==> config.mk <==
export PLATFORM = sky130hd
export DESIGN_NAME = cop0_regfile
export DESIGN_NICKNAME = d
export VERILOG_FILES = /design/src/rtl/cop0_regfile.sv
export SDC_FILE = /design/constraint.sdc
export NUM_CORES = 1
export LEC_CHECK = 0
export BUFFER_PORTS_ARGS = -buffer_cell sky130_fd_sc_hd__buf_2
export CAP_MARGIN = 20
export CORE_ASPECT_RATIO = 1.75
export CORE_UTILIZATION = 44
export DETAILED_ROUTE_END_ITERATION = 16
export GPL_TIMING_DRIVEN = 0
export HOLD_SLACK_MARGIN = 0.15
export PLACE_DENSITY_LB_ADDON = 0.08
export SYNTH_ARGS = -nofsm -noshare
export SYNTH_HDL_FRONTEND = slang
export SYNTH_SLANG_ARGS = --single-unit
export TNS_END_PERCENT = 50
==> constraint.sdc <==
create_clock -name clk -period 2.15 [get_ports clk]
set_input_delay 0.43 -clock clk [delete_from_list [all_inputs] [get_ports clk]]
set_output_delay 0.43 -clock clk [all_outputs]
set_load 0.01 [all_outputs]
==> src/rtl/cop0_regfile.sv <==
// rtl/cop0_regfile.sv - CP0 register file: BadVAddr, Count/Compare timer, Status, Cause, EPC
//
// Ports:
//   clk, resetn                  clock, synchronous active-low reset
//   raddr, rsel -> rdata         MFC0 read port, combinational
//   we, waddr, wsel, wdata       MTC0 write port, takes effect at the clock edge
//   ex_valid, ex_code, ex_pc,
//   ex_bd, ex_badva_valid,
//   ex_badva                     exception commit
//   eret_valid                   ERET clears Status.EXL
//   ext_int                      level-sensitive hardware interrupt lines
//   epc, exl, int_req            state the control FSM consumes directly
module cop0_regfile #(
  parameter int COUNT_DIV  = 2,
  parameter bit STATUS_BEV = 1'b1
) (
  input  logic        clk,
  input  logic        resetn,
  input  logic [4:0]  raddr,
  input  logic [2:0]  rsel,
  output logic [31:0] rdata,
  input  logic        we,
  input  logic [4:0]  waddr,
  input  logic [2:0]  wsel,
  input  logic [31:0] wdata,
  input  logic        ex_valid,
  input  logic [4:0]  ex_code,
  input  logic [31:0] ex_pc,
  input  logic        ex_bd,
  input  logic        ex_badva_valid,
  input  logic [31:0] ex_badva,
  input  logic        eret_valid,
  input  logic [5:0]  ext_int,
  output logic [31:0] epc,
  output logic        exl,
  output logic        int_req
);

  localparam logic [4:0] REG_BADVADDR = 5'd8;
  localparam logic [4:0] REG_COUNT    = 5'd9;
  localparam logic [4:0] REG_COMPARE  = 5'd11;
  localparam logic [4:0] REG_STATUS   = 5'd12;
  localparam logic [4:0] REG_CAUSE    = 5'd13;
  localparam logic [4:0] REG_EPC      = 5'd14;

  // Last divider phase; with COUNT_DIV = 1 the phase stays 0 and every cycle ticks.
  localparam logic PHASE_LAST = (COUNT_DIV == 2);

  logic [31:0] badvaddr_q;
  logic [31:0] count_q;
  logic [31:0] compare_q;
  logic [31:0] epc_q;
  logic [7:0]  im_q;
  logic        exl_q;
  logic        ie_q;
  logic        bd_q;
  logic        ti_q;
  logic [5:0]  ip_hw_q;
  logic [1:0]  ip_sw_q;
  logic [4:0]  exc_code_q;
  logic        phase_q;

  logic [7:0]  ip;
  logic [31:0] status_rd;
  logic [31:0] cause_rd;
  logic        tick;
  logic        wr_ok;

  always_comb begin
    // IP7 shares the hardware line with the timer interrupt.
    ip        = {ip_hw_q[5] | ti_q, ip_hw_q[4:0], ip_sw_q};
    status_rd = {9'b0, STATUS_BEV, 6'b0, im_q, 6'b0, exl_q, ie_q};
    cause_rd  = {bd_q, ti_q, 14'b0, ip, 1'b0, exc_code_q, 2'b0};
    tick      = (phase_q == PHASE_LAST);
    // An exception commit swallows any MTC0 issued in the same cycle.
    wr_ok     = we & ~ex_valid & (wsel == 3'd0);
  end

  always_comb begin
    rdata = 32'd0;
    if (rsel == 3'd0) begin
      case (raddr)
        REG_BADVADDR: rdata = badvaddr_q;
        REG_COUNT:    rdata = count_q;
        REG_COMPARE:  rdata = compare_q;
        REG_STATUS:   rdata = status_rd;
        REG_CAUSE:    rdata = cause_rd;
        REG_EPC:      rdata = epc_q;
        default:      rdata = 32'd0;
      endcase
    end
  end

  assign epc     = epc_q;
  assign exl     = exl_q;
  assign int_req = ie_q & ~exl_q & (|(ip & im_q));

  always_ff @(posedge clk) begin
    if (!resetn) begin
      badvaddr_q <= 32'd0;
      count_q    <= 32'd0;
      compare_q  <= 32'd0;
      epc_q      <= 32'd0;
      im_q       <= 8'd0;
      exl_q      <= 1'b0;
      ie_q       <= 1'b0;
      bd_q       <= 1'b0;
      ti_q       <= 1'b0;
      ip_hw_q    <= 6'd0;
      ip_sw_q    <= 2'd0;
      exc_code_q <= 5'd0;
      phase_q    <= 1'b0;
    end else begin
      phase_q <= tick ? 1'b0 : ~phase_q;
      ip_hw_q <= ext_int;

      if (wr_ok && waddr == REG_COUNT) begin
        count_q <= wdata;
      end else if (tick) begin
        count_q <= count_q + 32'd1;
      end

      // A Compare write acknowledges the timer and wins over a same-cycle match.
      if (wr_ok && waddr == REG_COMPARE) begin
        compare_q <= wdata;
        ti_q      <= 1'b0;
      end else if (count_q == compare_q) begin
        ti_q <= 1'b1;
      end

      if (wr_ok && waddr == REG_STATUS) begin
        im_q  <= wdata[15:8];
        exl_q <= wdata[1];
        ie_q  <= wdata[0];
      end

      if (wr_ok && waddr == REG_CAUSE) begin
        ip_sw_q <= wdata[9:8];
      end

      if (wr_ok && waddr == REG_EPC) begin
        epc_q <= wdata;
      end

      // ERET placed after the Status write so it forces EXL low over written data.
      if (eret_valid && !ex_valid) begin
        exl_q <= 1'b0;
      end

      // Nested exceptions (EXL already set) keep the original return point.
      if (ex_valid) begin
        exl_q      <= 1'b1;
        exc_code_q <= ex_code;
        if (!exl_q) begin
          epc_q <= ex_bd ? (ex_pc - 32'd4) : ex_pc;
          bd_q  <= ex_bd;
        end
        if (ex_badva_valid) begin
          badvaddr_q <= ex_badva;
        end
      end
    end
  end

endmodule

### Word-level counts from Yosys, hierarchy flattened

Cells that the tools add are included.

| word-level totals | value |
|---|---|
| register bits after elaboration | 154 |
| output and inout bits | 66 |
| logic and storage cells | 64 |

| cells by class | value |
|---|---|
| muxes and demuxes | 11 |
| equality and inequality tests | 12 |
| bitwise operators | 10 |
| reduce and logical (&&, ||, !) cells | 16 |
| $add $sub $neg | 2 |

Operators with widths:

| cell | number |
|---|---|
| two-way mux 32 bit | 7 |
| one-hot mux 32 bit (6 select lines) | 1 |
| == test 5 x 4 -> 1 bit (second input constant) | 11 |
| adder 32 x 1 -> 32 bit (second input constant) | 1 |
| == test 32 bit | 1 |
| subtractor 32 x 3 -> 32 bit (second input constant) | 1 |
| AND 8 bit | 1 |
| OR reduction 8 bit | 1 |
| logical AND 1 bit | 6 |
| zero test 3 bit | 2 |
| AND 1 bit | 4 |
| inverter 1 bit | 4 |
| AND reduction 2 bit | 2 |
| OR reduction 2 bit | 2 |
| two-way mux 1 bit | 3 |
| nonzero test 3 bit | 1 |
| nonzero test 2 bit | 1 |
| zero test 1 bit | 1 |
| bitwise OR 1 bit | 1 |

### Logic depth before layout (Yosys ltp)

Gate-level depths: netlist of run 1.

| depth | value |
|---|---|
| depth after elaboration | 7 |
| gate-level depth with buffers | 8 |

### Worst setup path before layout of run 1

No wires, ideal clock.

| path | value |
|---|---|
| kind | input to register |
| from | in ex_bd |
| to | reg epc_q[13] (netlist: epc[13]) |
| arrival time | 2.121 ns |
| path slack | -0.093 ns |
| path buffers | 2 |
| setup time | 0.122 ns |
| cell stages on the path | 6 |
| required time | 2.028 ns |
| cells stage by stage | buf_4 or4b_4 or4_1 buf_2 o41a_1 o311a_1 |

| on the way | value |
|---|---|
| cells in the longest elaborated chain, start to end | 3 |

RTL lines:

| element | line | source |
|---|---|---|
| start, declared | 29 | `input logic ex_bd,` |
| two-way mux 32 bit | 155 | `epc_q <= ex_bd ? (ex_pc - 32'd4) : ex_pc;` |
| two-way mux 32 bit | 154 | `if (!exl_q) begin` |
| two-way mux 32 bit | 151 | `if (ex_valid) begin` |
| end signal, assigned | 142 | `epc_q <= wdata;` |
| end signal, assigned | 155 |  |
| end, declared | 52 | `logic [31:0] epc_q;` |

Every way passes these cells.
A chain may end at the register's enable or synchronous reset.

### Worst setup path in the final report of run 1

| path | value |
|---|---|
| from | in raddr[4] |
| to | out rdata[20] |

| on the way | value |
|---|---|
| cells in the longest elaborated chain, start to end | 3 |

RTL lines:

| element | line | source |
|---|---|---|
| start, declared | 19 | `input logic [4:0] raddr,` |
| == test 5 x 4 -> 1 bit | 82 | `case (raddr)` |
| one-hot mux 32 bit (6 select lines) (*) | 82 |  |
| two-way mux 32 bit (*) | 81 | `if (rsel == 3'd0) begin` |
| end, declared | 21 | `output logic [31:0] rdata,` |

Mark *: on every way between the ends. The rest lies on a longest branch, timed or not.

==> results of run 1 <==
[cell type report]
type	instances	share of cell area (%)
Buffer	78	4.69
Tap cell	238	2.63
Timing Repair Buffer	228	11.8
Multi-Input combinational cell	803	48.1
Clock buffer	22	4.28
Sequential cell	154	27.2
Clock inverter	8	1.04
Antenna cell	2	0.0442
Inverter	5	0.188
[how the worst max path moves through the flow]
stage                     startpoint                  to  slack, ps  depth (start not counted)
final                       raddr[4]           rdata[20]       -160                          8
after global routing        raddr[4]           rdata[20]       -160                          8
after CTS                    wsel[0]  epc[28]$_SDFF_PN0_       -110                          7
after detailed placement    raddr[4]           rdata[30]       -860                          7
after global placement       rsel[1]           rdata[30]       -870                          8
after floorplan                ex_bd  epc[13]$_SDFF_PN0_        -90                          6
[repair_timing]
item | 4_1_cts | 5_1_grt
setup buffers | 19 | 14
pin swaps | 38 | 26
gates cloned | 5 | 3
setup endpoints to repair | 66 | 148
resized for setup | 117 | 63
[synthesized netlist by cell type, types with 20 or more instances]
library cell / n / share of area [%]
xor2_1: 32 / 3.3
nand2_1: 226 / 10
xnor2_1: 54 / 5.6
dfxtp_1: 154 / 36
nor2_1: 25 / 1.1
a222oi_1: 21 / 2.5
a21boi_0: 74 / 6.6
o21ai_0: 41 / 2.4
nand4_1: 27 / 2.0
a22oi_1: 20 / 1.8
a21oi_1: 70 / 4.1
mux2i_1: 37 / 4.4
clkbuf_1: 70 / 3.1
[worst max-delay path, stage by stage]
cell and delay [ps]:
buf_6 70, nand2b_4 170, nor3_4 70, buf_6 130
buf_8 130, a222oi_1 590, a21oi_2 120, buf_2 170
[metrics by stage]
stage	util, %	instance area, µm²	setup slack [ps]	hold slack (ps)
floorplan	-	8480	-92.9	443
global placement	51.9	9740	-866	454
detailed placement	51.9	9740	-861	462
CTS	58.8	11000	-114	186
global route	60.3	11300	-162	203
finish	60.4	11300	-164	194
[routing by layer]
layer | track usage, % | vias up | wire length (µm)
met3 | 5.32 | 103 | 2190
met5 | 0 | - | 0
met2 | 59.5 | 425 | 16600
met4 | 18.4 | 0 | 1850
met1 | 38.9 | 4125 | 12500
li1 | - | 4208 | -
[report_power, final]
group	leakage [nW]	switching [W]	internal (W)
Clock	0.298	0.00123	0.00193
Combinational	3.00	0.000457	0.000343
Sequential	1.26	0.0000863	0.00295
[state kept, by name (all words and copies together), names as in the netlist, 2 cells and up]
name        count
badvaddr_q     32
compare_q      32
count_q        32
epc            32
im_q            8
ip_hw_q         6
exc_code_q      5
ip_sw_q         2
[cell families (layout without fill, tap and decap cells)]
kind of cell	after synthesis	count (layout)	share of synthesized area, %
AOI/OAI and AO/OA	267	267	21.5
adders and majority gates	2	2	0.295
other	0	2	0
buffers and inverters	85	341	3.88
muxes	51	51	6.23
and+or+nand+nor	397	397	22.8
DFF	154	154	36.4
xor gates and xnor gates	86	86	8.89
[cell usage in the layout, fill, tap and decap left out, drive strengths merged, types with 32 or more instances in the layout]
cell    count
buf       242
nand2     227
dfxtp     154
clkbuf     86
a21boi     74
a21oi      70
xnor2      54
o21ai      42
mux2i      37
xor2       32
==> summary.md, run 1 <==
| Metric | Value |
|---|---|
| Setup slack, reg-to-reg | 90 ps |
| ANT nets after route | 0 |
| Core Area | 18700 µm² |
| Sink Count | 154 |
| Fin cells | 1538 |
| Layout cells sized above 1 | 28.7% |
| Via-per-instance ratio | 5.76 |
| GR Util All Layers | 33.9% |
| H-Tree Depth | 4 |
| Hold Crit Class | in -> reg |
| Layout net count | 1419 |
| Setup_tns | -1150 ps |
| Hold EP | ip_hw_q[2]$_SDFF_PN0_ |
| Vias | 8861 |
| Crit end category | output pin |
| Status | finished, violations left |
| Failing checks | setup timing |
| Setup CP Type | in -> out |
| Synthesized area | 8470 µm² |
| Layout Skew | 7.78 ps |
| FF+latch area | 3080 µm² |
| Reg2Reg Depth | 7 |
| Worst relative slew slack | 31.7% |
| IO Pins | 196 |
| Routability cong. | 0.908 |
| Ys async rst share | 0% |
| Overall power | 0.00699 W |
| Top achievable clock speed | 0.432 GHz |
| Vias in the first global route | 8748 |
| DRC errors left | 0 |
| Post-Syn Area per Cell | 8.13 µm² |
| Post-synthesis register bit count | 154 |
| Final setup vio count | 20 |
| Deepest clock path buffer count | 2 |
| Multi-input gate area | 5440 µm² |
| First-pass GRT wire length | 49500 µm |
| CP Data Arrival Time | 1880 ps |
| DIE AREA | 19800 µm² |
| Area Overhead vs Synth | 33.5% |
| Mapped Cells | 1042 |
| Clk_lat worst skew | 440 ps |
| Top_reg_cell synth | dfxtp_1 |
| Hpwl dp | 25100 µm |
| Worst Path Required | 1720 ps |
| Crit share post-route | 108% |
| First-pass iteration count of the detailed router | 7 |
| Largest net degree at the start of global routing | 17 |
| Reg2reg start | count_q[3]$_SDFFE_PN0P_ |
| Fill count | 1743 |
| Worst slew pin tran | 1020 ps |
| Drt wl/cell | 21.6 µm |
| Yosys cell types | 53 |
| RSZ-0062 raised after global routing | yes |
| Max cap viols | 0 |
| DRT Wirelength | 33200 µm |
| Min setup slack post-route | -164 ps |
| PwrDens | 618 nW/µm² |
| Root Driver | clkbuf_16 |
| Lkg Pwr | 4.55 nW |
| Initial antenna violation count | 1 |
| Startpoint types | input port |
| Min Tclk post-route | 2310 ps |
| Hold path depth | 2 |
| Placed Cells incl. Taps | 1471 |
| Sequential-to-total area share from yosys stat | 36.4% |
| Die X | 107 µm |
| Port-buffer cells | 191 |
| Max-slew violation count | 0 |
| IR drop worst, VDD | 0.000492 V |
| Starting Density | 45.2% |
| Hold path startpoint | ext_int[2] |
| TritonCTS Buffers | 17 |
| CTS tree | done |
| Grt total ovfl | 0 |
| CTS hold repair buffers | 0 |
| Hold Vio Cnt, Final | 0 |
| Mapped Nets | 1174 |
| Row cnt | 66 |
| CP Max Fanout | 5 |
| Iter 0 DRT Violations | 712 |
| Synth warnings | 0 |
| Die Y | 186 µm |
| R2R Path End | count_q[28]$_SDFFE_PN0P_ |
| Number of synthesized flops with an enable pin | 0 |
| CTS clk-pin slew, worst paths | 60 ps |
(Power assumes the default switching activity.)
==> run 2: changes to the inputs <==
--- a/config.mk
+++ b/config.mk
@@ -8,7 +8,7 @@
 export BUFFER_PORTS_ARGS = -buffer_cell sky130_fd_sc_hd__buf_2
 export CAP_MARGIN = 20
 export CORE_ASPECT_RATIO = 1.75
-export CORE_UTILIZATION = 44
+export CORE_UTILIZATION = 49
 export DETAILED_ROUTE_END_ITERATION = 16
 export GPL_TIMING_DRIVEN = 0
 export HOLD_SLACK_MARGIN = 0.15
==> run 2 against run 1 <==
- the flow still finishes with violations (setup timing)
- final area is 0.54% higher
- sequential share of layout area down 0.15 points
- critical endpoint unchanged
- worst hold slack gained 4.4 ps
- via count rose by 0.91%
- power decreased by 1.8%
- largest power group is now registers
- largest cell class unchanged
==> summary.md, run 2 (synthesized netlist as in run 1, its figures left out) <==
| Metric | Value |
|---|---|
| FF+latch area | 3080 µm² (unchanged) |
| Top achievable clock speed | 0.442 GHz (was 0.432 GHz) |
| Sink Count | 154 (unchanged) |
| Routability cong. | 0.944 (was 0.908) |
| Drt wl/cell | 21.7 µm (was 21.6 µm) |
| Pre-CTS WS | -898 ps (was -861 ps) |
| Crit end category | output pin (unchanged) |
| Wl on met1 | 12200 µm (was 12500 µm) |
| Deepest clock path buffer count | 2 (unchanged) |
| Setup slack, reg-to-reg | 70 ps (was 90 ps) |
| Slowest CP cell | a222oi_1 (unchanged) |
| Area Overhead vs Synth | 34.3% (was 33.5%) |
| Setup CP Type | in -> out (unchanged) |
| R2R Path End | count_q[27]$_SDFFE_PN0P_ (was count_q[28]$_SDFFE_PN0P_) |
| Failing checks | setup timing (unchanged) |
| Placed Cells incl. Taps | 1460 (was 1471) |
| Largest net degree at the start of global routing | 17 (unchanged) |
| Layout cells sized above 1 | 29.0% (was 28.7%) |
| PwrDens | 604 nW/µm² (was 618 nW/µm²) |
| TritonCTS Buffers | 17 (unchanged) |
| Max incr delay on CP | 480 ps (was 590 ps) |
| Max-slew violation count | 0 (unchanged) |
| Vias | 8942 (was 8861) |
| Routed met3 length | 2230 µm (was 2190 µm) |
| DRT Wirelength | 33000 µm (was 33200 µm) |
| Commonest non-fill, non-tap cell in the layout | nand2_1 (unchanged) |
| Die Y | 176 µm (was 186 µm) |
| Crit path top cell by count | buf_8 (was buf_6) |
| Via-per-instance ratio | 5.88 (was 5.76) |
| CTS hold repair buffers | 0 (unchanged) |
| Layout Skew | 12.6 ps (was 7.78 ps) |
| Detail Route met2 WL | 16400 µm (was 16600 µm) |
| RSZ-0062 raised after global routing | yes (unchanged) |
| Worst Path Required | 1720 ps (about the same) |
| Root Driver | clkbuf_16 (unchanged) |
| Multi-input gate area | 5470 µm² (was 5440 µm²) |
| Startpoint types | input port (unchanged) |
| Min Tclk post-route | 2260 ps (was 2310 ps) |
| H-Tree Depth | 4 (unchanged) |
| Max cap viols | 0 (unchanged) |
| ANT nets after route | 0 (unchanged) |
| Port-buffer cells | 191 (unchanged) |
| Iter 0 DRT Violations | 636 (was 712) |
| DIE AREA | 17800 µm² (was 19800 µm²) |
| Initial antenna violation count | 0 (was 1) |
| Row cnt | 63 (was 66) |
| Layout net count | 1414 (was 1419) |
| Hold Vio Cnt, Final | 0 (unchanged) |
| Grt total ovfl | 0 (unchanged) |
| Die X | 101 µm (was 107 µm) |
| Status | finished, violations left (unchanged) |
| Vias in the first global route | 8519 (was 8748) |
| Fill count | 1507 (was 1743) |
| CP Max Fanout | 5 (unchanged) |
| Core Area | 16900 µm² (was 18700 µm²) |
| Overall power | 0.00687 W (was 0.00699 W) |
| Hold EP | ip_hw_q[2]$_SDFF_PN0_ (unchanged) |
| Lkg Pwr | 4.62 nW (was 4.55 nW) |
| Reg2Reg Depth | 7 (unchanged) |
| CTS tree | done (unchanged) |
| Final setup vio count | 26 (was 20) |
| DRC errors left | 0 (unchanged) |
| GR Util All Layers | 36.4% (was 33.9%) |
| IR drop worst, VDD | 0.000445 V (was 0.000492 V) |
| Min setup slack post-route | -110 ps (was -164 ps) |
| Fin util | 67.1% (was 60.4%) |
| Worst relative slew slack | 46.8% (was 31.7%) |
| Worst slew pin tran | 797 ps (was 1020 ps) |
| CTS clk-pin slew, worst paths | 70 ps (was 60 ps) |
| Uppermost layer routed | met4 (unchanged) |
| Hold path depth | 2 (unchanged) |
| Hold path startpoint | ext_int[2] (unchanged) |
| CP Data Arrival Time | 1830 ps (was 1880 ps) |
| Critical path cell sequence | buf_8, nand2b_4, nor3_4, buf_6, buf_8, a222oi_1, a21oi_1, buf_2 (was buf_6, nand2b_4, nor3_4, buf_6, buf_8, a222oi_1, a21oi_2, buf_2) |
| Crit share post-route | 105% (was 108%) |
| Hold Crit Class | in -> reg (unchanged) |
| Clk_lat worst skew | 440 ps (about the same) |
| Reg2reg start | count_q[3]$_SDFFE_PN0P_ (unchanged) |
| Fin cells | 1522 (was 1538) |
| Hpwl dp | 24300 µm (was 25100 µm) |
| First-pass GRT wire length | 47600 µm (was 49500 µm) |
| First-pass iteration count of the detailed router | 9 (was 7) |
| IO Pins | 196 (unchanged) |
| Starting Density | 50.0% (was 45.2%) |
| # diodes | 0 (was 2) |
| Most frequent cells in the layout | nand2_1 (212), buf_2 (193), dfxtp_1 (154), a21boi_0 (74), a21oi_1 (57) (was nand2_1 (216), buf_2 (188), dfxtp_1 (154), a21boi_0 (74)) |
[run 2: timing repair]
item                                    CTS  global route
resized for setup                       120            64
endpoints found under the setup margin   55           135
pin swaps                                33            29
hold endpoints to repair                  0             0
setup buffers                            12            10
cloned                                    6             5
[run 2: per-stage QoR]
stage                     setup TNS (ps)  instance area (µm²)  hold WS (ps)
after floorplan                    -92.9                 8480           443
after global placement            -66910                 9720           458
after detailed placement          -69820                 9720           461
after CTS                          -1760                11000           189
after global routing               -2520                11400           202
final                              -1210                11400           199
[run 2: final cells by class]
type	instances	share of cell area, %
Buffer	78	4.83
Clock buffer	21	4.22
Clock inverter	11	0.990
Inverter	5	0.209
Multi-Input combinational cell	803	48.1
Sequential cell	154	27.1
Tap cell	227	2.50
Timing Repair Buffer	223	12.1
[run 2: metal layers]
metal | global-route usage [%] | vias to the layer above
met5 | 0 | -
met1 | 41.2 | 4167
li1 | - | 4202
met4 | 24.8 | 0
met3 | 5.54 | 119
met2 | 61.9 | 454
[run 2: worst max-delay path by stage]
stage / slack [ps] / to / start / cells past startpoint
after global placement: -930 / rdata[30] / raddr[1] / 7
after detailed placement: -900 / rdata[30] / raddr[1] / 7
after global routing: -170 / rdata[20] / raddr[4] / 8
final: -110 / rdata[20] / raddr[4] / 8
after CTS: -130 / rdata[20] / raddr[4] / 8
after floorplan: -90 / epc[13]$_SDFF_PN0_ / ex_bd / 6
[run 2: where the power goes]
part | leakage [nW] | internal, W | switching [W]
Combinational | 3.09 | 0.000351 | 0.000460
Sequential | 1.26 | 0.00295 | 0.0000917
Clock | 0.279 | 0.00173 | 0.00129
Total | 4.62 | 0.00503 | 0.00184
[run 2: critical path: cells and delay by family]
family	cells	cell delay, ps
buf+inv	4	500
compound gates	2	650
simple gates	2	240
